--- config.mk ---
export PLATFORM = sky130hd
export DESIGN_NAME = booth_signed_multiplier_seq
export DESIGN_NICKNAME = d
export VERILOG_FILES = /design/src/rtl/booth_signed_multiplier_seq.sv
export SDC_FILE = /design/constraint.sdc
export NUM_CORES = 1
export LEC_CHECK = 0
export CAP_MARGIN = 20
export CORE_ASPECT_RATIO = 0.6
export CORE_MARGIN = 4
export CORE_UTILIZATION = 59
export DETAILED_ROUTE_END_ITERATION = 10
export GPL_TIMING_DRIVEN = 0
export PLACE_DENSITY = 0.85
export SLEW_MARGIN = 10
export SYNTH_ARGS = -nofsm -noshare
export SYNTH_HDL_FRONTEND = slang
export SYNTH_SLANG_ARGS = --single-unit
--- constraint.sdc ---
create_clock -name clk -period 8 [get_ports clk]
set_clock_uncertainty 0.15 [all_clocks]
set_input_delay 1.2 -clock clk [delete_from_list [all_inputs] [get_ports clk]]
set_output_delay 1.2 -clock clk [all_outputs]
set_load 0.02 [all_outputs]
--- src/rtl/booth_signed_multiplier_seq.sv ---
// Sequential radix-2 Booth multiplier: signed WIDTH x WIDTH -> 2*WIDTH product,
// one add/subtract plus arithmetic shift per clock behind a start/busy/done handshake.
module booth_signed_multiplier_seq #(
    parameter int WIDTH = 16,
    parameter int CNT_W = 5
) (
    input  logic                 clk,
    input  logic                 rst_n,
    input  logic                 start,
    input  logic [WIDTH-1:0]     M,
    input  logic [WIDTH-1:0]     Q,
    output logic [2*WIDTH-1:0]   Prod,
    output logic                 busy,
    output logic                 done,
    output logic                 ZE,
    output logic                 NE,
    output logic                 OVF
);

    typedef enum logic [1:0] {
        IDLE = 2'd0,
        RUN  = 2'd1,
        DONE = 2'd2
    } state_t;

    state_t state, next_state;

    // One guard bit above WIDTH keeps A - Mr from wrapping when M is the most negative value.
    logic [WIDTH:0]       acc;
    logic [WIDTH:0]       mr;
    logic [WIDTH-1:0]     qr;
    logic                 q1;
    logic [CNT_W-1:0]     cnt;

    logic [WIDTH:0]       acc_op;
    logic [WIDTH:0]       acc_sh;
    logic [WIDTH-1:0]     qr_sh;
    logic [2*WIDTH-1:0]   prod_next;
    logic                 last_step;

    always_comb begin
        acc_op = acc;
        case ({qr[0], q1})
            2'b01:   acc_op = acc + mr;
            2'b10:   acc_op = acc - mr;
            default: acc_op = acc;
        endcase
        acc_sh    = {acc_op[WIDTH], acc_op[WIDTH:1]};
        qr_sh     = {acc_op[0], qr[WIDTH-1:1]};
        prod_next = {acc_sh[WIDTH-1:0], qr_sh};
    end

    assign last_step = (cnt == CNT_W'(WIDTH - 1));

    always_ff @(posedge clk or negedge rst_n) begin
        if (!rst_n) begin
            state <= IDLE;
        end else begin
            state <= next_state;
        end
    end

    always_comb begin
        next_state = state;
        case (state)
            IDLE:    if (start) next_state = RUN;
            RUN:     if (last_step) next_state = DONE;
            DONE:    next_state = IDLE;
            default: next_state = IDLE;
        endcase
    end

    // Results and flags only change on the final step, so they hold across later operations.
    always_ff @(posedge clk or negedge rst_n) begin
        if (!rst_n) begin
            acc  <= '0;
            mr   <= '0;
            qr   <= '0;
            q1   <= 1'b0;
            cnt  <= '0;
            Prod <= '0;
            ZE   <= 1'b0;
            NE   <= 1'b0;
            OVF  <= 1'b0;
        end else begin
            case (state)
                IDLE: begin
                    if (start) begin
                        acc <= '0;
                        mr  <= {M[WIDTH-1], M};
                        qr  <= Q;
                        q1  <= 1'b0;
                        cnt <= '0;
                    end
                end
                RUN: begin
                    acc <= acc_sh;
                    qr  <= qr_sh;
                    q1  <= qr[0];
                    cnt <= cnt + 1'b1;
                    if (last_step) begin
                        Prod <= prod_next;
                        ZE   <= (prod_next == '0);
                        NE   <= prod_next[2*WIDTH-1];
                        OVF  <= !((&prod_next[2*WIDTH-1:WIDTH-1]) ||
                                  !(|prod_next[2*WIDTH-1:WIDTH-1]));
                    end
                end
                default: begin
                end
            endcase
        end
    end

    assign busy = (state == RUN);
    assign done = (state == DONE);

endmodule

==> impl_metrics.json <==
{
  "run_status": "finished clean",
  "floorplan.die_area_um2": 10200,
  "numCtsBuffers": 9,
  "worstSetupPathType": "flip-flop to flip-flop",
  "maxSlewHeadroom": 0.557,
  "layout.cell_area.non_filler_um2": 6250,
  "final-setup-viol-count": 0,
  "syn_avg_cell_area_um2": 9.56,
  "synth_area_leader_cell": "dfrtp_1",
  "netlist-cell-type-count": 53,
  "start_kind": "flip-flop",
  "place.detailed.hpwl_um": 10300,
  "placed_cell_area_um2": 5950,
  "crit_path_top_delay_cell": "dfrtp_1",
  "synth_enable_flop_cells": 0,
  "hold_viol": 0,
  "cts_num_sinks": 90,
  "worst_ep_arrival_time_ns": 4.36,
  "antenna_left": 0,
  "die_h_um": 79.8,
  "yosysMostFrequentCell": "dfrtp_1",
  "initial_core_util": 0.626,
  "setup-tns-final_ns": 0,
  "synth_async_sr_flop_share": 1.00,
  "cts-htree-levels": 3,
  "port_buffer_count": 71,
  "grt_busiest_layer": "met2",
  "synthesis.area_um2": 5070,
  "cp.buffers_inverters": 0,
  "final_min_period_over_clock_period": 0.528,
  "crit_path_max_fanout": 7,
  "syn_inst": 531,
  "die-width_um": 128,
  "drt-wirelength-per-cell_um": 19.0,
  "grt_overflow": 0,
  "finalNetCount": 670,
  "ys_seq_elements": 90,
  "synth_largest_type_area_fraction": 0.444,
  "grtUsageTotal": 0.284,
  "crit_path_cell_trace": "or3_4 > nor4_1 > and2_1 > a21oi_1 > xnor2_1 > ha_1 > a21oi_1 > o21ai_1 > nor3_1 > a2111oi_2 > nand4_1 > and3_4 > a31oi_1 > o21a_1",
  "layout-drive-gt1-share": 0.0953,
  "grt_first_pass_wirelength_um": 22700,
  "ys.flop_type": "dfrtp_1",
  "antenna_cells": 0,
  "gp_congestion": 0.904,
  "core_area_um2": 8100,
  "synthesis.yosys.warnings": 0,
  "timing_worst_slew_pin_value_ns": 0.657,
  "route.detailed.drc": 0,
  "insertion_delay_ns": 0.35,
  "synth.cells.most_frequent": "90 x dfrtp_1, 65 x o21ai_0, 59 x nand2_1",
  "synth.top_cells.by_area": "dfrtp_1 44%, mux2_2 6.4%, o21ai_0 6.4%",
  "antenna_found_initial": 0,
  "flow.area_growth_from_synthesis_pct": 23.2,
  "grtUsageMet2": 0.449,
  "path_delay_family": "simple AND/OR/NAND/NOR gates",
  "min-delay-path-class": "flip-flop to flip-flop",
  "first_pass_iters": 5,
  "rsz0062_at_grt": "false",
  "worstPathRequired_ns": 8.14,
  "post_cts.repair.setup_buffers": 0,
  "layout.cells.non_filler": 727,
  "worst_setup_path_end_kind": "flip-flop",
  "most_frequent_cell_on_the_critical_path": "a21oi_1",
  "grt_max_degree": 64,
  "post-route-min-period_ns": 4.23,
  "clock_tree.root_cell": "clkbuf_16",
  "tritoncts": "built",
  "ctsHoldBuffers": 0,
  "wirelength_um": 13800,
  "cts.repair.resized": 0,
  "clk_path_buf_depth": 2,
  "fmax_mhz": 237,
  "drv_cap": 0,
  "via_count": 4561,
  "gr-usage-met1": 0.388,
  "placement_rows": 25,
  "drv_slew": 0,
  "clk_pin_slew_ns": 0.06,
  "avgViaCountPerCell": 6.27,
  "first_global_vias": 4577,
  "critical_path.max_stage_delay_ns": 0.42,
  "number_of_nets_in_the_synthesized_netlist": 587,
  "synth_sequential_area_ratio": 0.444,
  "initialDrtViolationCount": 471,
  "globalRouteMet3Util": 0.0856,
  "placed_cells_incl_taps": 711,
  "io_pins": 72
}
## per-layer routing
metal  up-vias  part of all wire
li1       2079                 -
met1      2247              0.45
met2       212              0.45
met3        23             0.080
met4         0             0.015
met5         -                 0
## sequential cells by signal, indices dropped and copies added, names as in the netlist
name   count
OVF        1
Prod      32
ZE         1
acc       16
cnt        5
mr        16
q1         1
qr        16
state      2
## worst reg2reg max path, stage by stage (launching register included)
cell	delay [ns]
dfrtp_1	0.42
or3_4	0.42
nor4_1	0.40
and2_1	0.27
a21oi_1	0.10
xnor2_1	0.19
ha_1	0.42
a21oi_1	0.10
o21ai_1	0.36
nor3_1	0.11
a2111oi_2	0.37
nand4_1	0.27
and3_4	0.27
a31oi_1	0.17
o21a_1	0.14
## final timing paths
check / from / to / slack (ns) / cells past startpoint
max: mr[4]$_DFFE_PN0P_ / OVF$_DFFE_PN0P_ / 3.77 / 14
max reg2reg: mr[4]$_DFFE_PN0P_ / OVF$_DFFE_PN0P_ / 3.77 / 14
min in group asynchronous: rst_n / Prod[1]$_DFFE_PN0P_ / 0.63 / 1
min reg2reg: Prod[29]$_DFFE_PN0P_ / Prod[29]$_DFFE_PN0P_ / 0.34 / 2
min: Prod[29]$_DFFE_PN0P_ / Prod[29]$_DFFE_PN0P_ / 0.34 / 2
max in group asynchronous: rst_n / qr[10]$_DFFE_PN0P_ / 6.44 / 2
## stage by stage
stage           util  hold WS [ns]  setup slack [ns]
2_1_floorplan      -         0.300              4.45
3_3_place_gp   0.731         0.313              2.44
3_5_place_dp   0.734         0.328              3.87
4_1_cts        0.771         0.342              3.83
5_1_grt        0.771         0.360              3.41
6_report       0.771         0.335              3.77
## logic make-up (layout without fill, tap and decap cells)
kind of cell | Yosys count | in the layout | share of synthesized area
buf+inv | 43 | 131 | 0.0345
xor+xnor | 22 | 22 | 0.0380
fa+ha+maj | 21 | 21 | 0.0533
flops | 90 | 90 | 0.444
simple gates | 161 | 161 | 0.163
mux | 33 | 33 | 0.0722
compound gates | 161 | 161 | 0.195
## area by class of cell
class                   instances  area, µm²
multi-input cells             398       2650
well taps                     108        135
clock inverters                 6       65.1
plain buffers                  28        119
repair buffers                 72        736
clock buffers                  10        239
flip-flops and latches         90       2250
fillers                       557       1850
inverters                      15       56.3
## cells in the final DEF (no fill, tap or decap), types with 4 or more instances in the layout
master	netlist	layout
xor2_1	6	6
nand2_1	59	59
mux2i_1	4	4
o21ai_0	65	65
and2_1	4	4
o21bai_1	5	5
ha_1	20	20
mux2_2	29	29
nor4_1	9	9
nand4_1	6	6
clkbuf_16	0	9
a21oi_1	35	35
nor3b_1	4	4
a22oi_1	15	15
o21a_1	7	7
o211ai_1	9	9
dfrtp_1	90	90
nor3_1	10	10
nor2b_1	22	22
nor2_1	24	24
clkbuf_1	21	21
or4_1	4	4
xnor2_1	16	16
clkdlybuf4s50_1	0	70
a22o_1	5	5
inv_1	15	15
Power is left out: the tool's default activity adds up to more than one toggle a clock period on the data nets, which glitch-free logic cannot reach.
